$ cat src/rtl/dsp_mac_pipe.sv
`default_nettype none
// ============================================================================
//  Module      : dsp_mac_pipe
//  Description : 4-stage pre-subtract / multiply / accumulate pipe,
//                P = (load ? rrC : P) + (A - D) * B, with a marker delay line.
//  Revision    : 1.0  initial release
// ============================================================================
module dsp_mac_pipe #(
    parameter int AW = 8,
    parameter int BW = 8,
    parameter int PW = 24
) (
    input  logic                 clk,
    input  logic                 rst,
    input  logic                 load,
    input  logic                 idelay,
    input  logic [AW-1:0]        A,
    input  logic signed [BW-1:0] B,
    input  logic signed [PW-1:0] rrC,
    input  logic [AW-1:0]        D,
    output logic signed [PW-1:0] P,
    output logic                 odelay_pre1,
    output logic                 odelay
);

    localparam int MW = AW + BW + 1;

    // Stage 1: input registers
    logic [AW-1:0]        a_q;
    logic [AW-1:0]        d_q;
    logic signed [BW-1:0] b1_q;
    logic                 ld1_q;
    logic                 id1_q;

    // Stage 2: pre-subtract
    logic signed [AW:0]   ad_q;
    logic signed [AW:0]   ad_d;
    logic signed [BW-1:0] b2_q;
    logic                 ld2_q;
    logic                 id2_q;

    // Stage 3: multiply
    logic signed [MW-1:0] m_q;
    logic signed [MW-1:0] m_d;
    logic                 ld3_q;
    logic                 id3_q;

    // Stage 4: accumulate
    logic signed [PW-1:0] p_q;
    logic signed [PW-1:0] p_d;
    logic signed [PW-1:0] m_ext;
    logic                 id4_q;

    always_comb begin
        ad_d  = $signed({1'b0, a_q}) - $signed({1'b0, d_q});
        // Both operands widened to the full product width so the signed
        // multiply cannot lose the top bit of (A-D)*B.
        m_d   = MW'(ad_q) * MW'(b2_q);
        m_ext = PW'(m_q);
        // rrC is taken live here, on the edge that updates P.
        p_d   = ld3_q ? (rrC + m_ext) : (p_q + m_ext);
    end

    always_ff @(posedge clk) begin
        if (rst) begin
            a_q   <= '0;
            d_q   <= '0;
            b1_q  <= '0;
            ld1_q <= 1'b0;
            id1_q <= 1'b0;
            ad_q  <= '0;
            b2_q  <= '0;
            ld2_q <= 1'b0;
            id2_q <= 1'b0;
            m_q   <= '0;
            ld3_q <= 1'b0;
            id3_q <= 1'b0;
            p_q   <= '0;
            id4_q <= 1'b0;
        end else begin
            a_q   <= A;
            d_q   <= D;
            b1_q  <= B;
            ld1_q <= load;
            id1_q <= idelay;
            ad_q  <= ad_d;
            b2_q  <= b1_q;
            ld2_q <= ld1_q;
            id2_q <= id1_q;
            m_q   <= m_d;
            ld3_q <= ld2_q;
            id3_q <= id2_q;
            p_q   <= p_d;
            id4_q <= id3_q;
        end
    end

    assign P           = p_q;
    assign odelay_pre1 = id3_q;
    assign odelay      = id4_q;

endmodule
`default_nettype wire

$ cat config.mk
export PLATFORM = sky130hd
export DESIGN_NAME = dsp_mac_pipe
export DESIGN_NICKNAME = d
export VERILOG_FILES = /design/src/rtl/dsp_mac_pipe.sv
export SDC_FILE = /design/constraint.sdc
export NUM_CORES = 1
export LEC_CHECK = 0
export CAP_MARGIN = 20
export CORE_ASPECT_RATIO = 0.8
export CORE_UTILIZATION = 55
export DETAILED_ROUTE_END_ITERATION = 8
export PLACE_DENSITY = 0.9
export SYNTH_ARGS = -nofsm -noshare
export SYNTH_HDL_FRONTEND = slang
export SYNTH_SLANG_ARGS = --single-unit
$ cat constraint.sdc
create_clock -name clk -period 11.8 [get_ports clk]
set_input_delay 1.77 -clock clk [delete_from_list [all_inputs] [get_ports clk]]
set_output_delay 1.77 -clock clk [all_outputs]
set_load 0.01 [all_outputs]
==> summary.md <==
| Metric | Value |
|---|---|
| Non-filler cells, final | `between 900 and 1000` |
| 1st-pass router iterations | `5` |
| Layout cells sized above 1 | `6.05%` |
| Die W | `126 um` |
| Peak VDD IR | `about 0.000094 V` |
| CTS H-tree depth | `3` |
| Critical path's top delay family | `adder cells` |
| Vias in the first global route | `5180` |
| Hold_sp | `b1_q[0]` |
| Yosys top cell area share | `a little over a quarter` |
| Cells after Synth | `732` |
| Longest Clk Path Bufs | `2` |
| Max-slew headroom | `39.1%` |
| Clock root cell | `clkbuf_16` |
| Initial antenna violation count | `0` |
| Clock Skews | `~0.0094 ns` |
| Filler cells | `884` |
| First-pass GRT wire length | `24100 um` |
| Final Max Slew Viols | `0` |
| Max_cap viols | `0` |
| Worst skew pair latency | `0.34 ns` |
| Post-synth top area cell | `dfxtp_1` |
| Worst-path cell chain | `nand2_1 -> fa_1 -> inv_1 -> fa_1 -> inv_1 -> fa_1 -> fa_1 -> inv_1 -> ha_1 -> nor2b_1 -> o21ai_0 -> a21boi_0 -> o41a_1 -> o21ai_0 -> xnor2_1 -> nor2_1` |
| Startpoint types | `flip-flop` |
| CP Buf/Inv Count | `3` |
| Num Clock Sinks | `89` |
| Syn nets | `between 900 and 1000` |
| Critical Path RT | `approximately 12 ns` |
| Total number of vias | `roughly 5200` |
| R2r worst-path depth | `16` |
| Critical Path AT | `about 5 ns` |
| Final Wtd Congestion | `0.882` |
| Overflow after GRT | `0` |
| Initial Utilization | `a little under three fifths` |
| Crit path capture type | `flip-flop` |
| Largest net degree at the start of global routing | `96` |
| Sequential share of the synthesized area | `26.4%` |
| Warnings, synthesis | `0` |
| R2R setup slack | `7.11 ns` |
| Hold-fix buffers, CTS | `0` |
| CP Max Fanout | `9` |
| Die H | `101 um` |
| Outcome | `completed` |
| Final Setup Violations | `0` |
| Final Hold Viols | `0` |
| Post-cts resize count | `0` |
| Hold/Removal Path Class | `flip-flop to flip-flop` |
| CTS tree | `done` |
| Final ANT Viol Nets | `0` |
| Crit path from | `b2_q[4]` |
| RSZ-0062 raised after global routing | `false` |
| Critical path class | `flip-flop to flip-flop` |
| Avg Vias per Cell | `5.39` |
| IO Count | `78` |
| Hold depth | `1` |
| RR Startpoint | `b2_q[4]` |
| Post-route DRC violation count | `0` |
| Setup WS pre-CTS | `slightly above 7 ns` |
| Reg2Reg Capture Point | `m_q[16]` |
| Fmax | `213 MHz` |
| Postcts setup bufs | `0` |
| P_leak | `0.00362 uW` |
| Post-synth cell types | `46` |
| Slowest cell delay on critical path | `about 0.56 ns` |
| Post-synth EDFFs | `0` |
| Cell Pwr Density | `129 nW/um^2` |
| Final nets | `slightly below 1000` |
| ANT cells | `0` |
| Power, Total | `about 1000 uW` |
| Post-route cell area | `7940 sq um` |
| Post-synthesis cell area | `6750 sq um` |
| Total Wirelength | `14700 um` |
| Gr usage total | `roughly 24%` |
| Dpl hpwl | `11300 um` |
| Hold EP | `b2_q[0]` |
| #FFs+latches synth | `between 80 and 90` |
| Minimum clock period | `4.69 ns` |
| DIE AREA | `12700 sq um` |
| Worst path slowest cell | `fa_1` |
| Layout Area Growth over Synthesis | `17.5%` |
| Synth async-reset ratio | `0%` |
| Worst Slack Setup Final | `7.11 ns` |
| PortBufs | `77` |
| Reg clk slew, reported paths | `0.07 ns` |
| Commonest register cell after synthesis | `dfxtp_1` |
| Cells after DPL | `942` |
| Core area | `11700 sq um` |
| Total negative slack | `0 ns` |
| Synth area leaders | `dfxtp_1 26%, fa_1 19%, ha_1 11%` |
| Synthesized area per cell | `roughly 9 sq um` |
| Iter 0 DRT Violations | `407` |
| Rows | `35` |
| Cts bufs inserted | `9` |
| Slew @ Worst Pin | `0.913 ns` |
| Post-DP Area | `7620 sq um` |
| CP dominant cell by count | `fa_1` |
| Avg WL per Cell | `15.3 um` |
| Final period util | `39.7%` |
## cells in the mapped netlist (all sizes together), types with 23 or more instances
cell and n:
o21ai 26, a21oi 30, xnor2 24, ha 62, nor2b 52, fa 63
dfxtp 89, mux2 23, and2 40, nor2 53, inv 113, nand2 41
## cell usage in the layout, fill, tap and decap left out, types with 2 or more instances in the layout
cell type,synthesis,layout
nand2_1,41,41
a21o_1,13,13
a21boi_0,4,4
o211ai_1,5,5
xor2_1,10,10
inv_1,113,113
nor2b_1,52,52
clkinvlp_4,0,2
nor2_1,53,53
dfxtp_1,89,89
xnor2_1,24,24
a21oi_1,29,29
a31oi_1,2,2
mux2i_1,5,5
nand2b_1,9,9
ha_1,62,62
and3_1,3,3
nand3_1,7,7
nor3_1,13,13
clkbuf_16,0,9
mux2_2,23,23
fa_1,63,63
a211oi_1,6,6
o21ai_0,25,25
nand4_1,4,4
a41oi_1,2,2
o21a_1,3,3
clkdlybuf4s50_1,0,76
and2_1,40,40
## metrics by stage
step	hold WS [ns]	util, %
global placement	0.418	64.9
detailed placement	0.424	64.9
floorplan	0.414	-
global route	0.447	67.6
CTS	0.438	67.4
finish	0.433	67.6
## state kept, by name (all words and copies together), names as in the netlist
| name | flops |
|---|---|
| m_q | 17 |
| b2_q | 8 |
| id2_q | 1 |
| id1_q | 1 |
| ld2_q | 1 |
| ad_q | 9 |
| P | 24 |
| b1_q | 8 |
| odelay | 1 |
| ld3_q | 1 |
| ld1_q | 1 |
| d_q | 8 |
| a_q | 8 |
| odelay_pre1 | 1 |
## how the worst max path moves through the flow
stage	to	slack, ns	cells after the start
2_1_floorplan	m_q[15]	7.53	16
3_3_place_gp	P[22]	7.27	12
3_5_place_dp	m_q[15]	7.14	16
4_1_cts	m_q[16]	7.13	16
5_1_grt	m_q[15]	6.92	16
6_report	m_q[16]	7.11	16
## metal layers
layer | up-vias | part of all wire (%) | global-route usage (%)
met2 | 199 | 49 | 42.9
li1 | 2493 | - | -
met3 | 23 | 6.8 | 5.41
met1 | 2450 | 43 | 30.2
met4 | 0 | 1.6 | 6.12
met5 | - | 0 | 0
## cell families (layout without fill, tap and decap cells)
| kind of cell | after synthesis | after routing | share of synthesized area, % |
|---|---|---|---|
| compound gates | 98 | 98 | 9.13 |
| xor+xnor | 34 | 34 | 4.41 |
| fa+ha+maj | 125 | 125 | 30.2 |
| buf+inv | 129 | 207 | 7.69 |
| flops | 89 | 89 | 26.4 |
| mux | 28 | 28 | 4.58 |
| simple gates | 229 | 229 | 17.7 |
## area by class of cell
cell class	count	area [sq um]	share of cell area, %
repair buffers	79	801	10.1
multi-input cells	514	4450	56.1
clock inverters	6	67.6	0.851
well taps	148	185	2.33
clock buffers	9	225	2.84
inverters	113	424	5.34
flip-flops and latches	89	1780	22.4
## where the power goes
group          switching, uW  leakage, uW  internal, uW
logic                    195      0.00274           177
registers               30.0     0.000735           339
clock network            122     0.000138           164
Power figures use the tool's default switching activity.
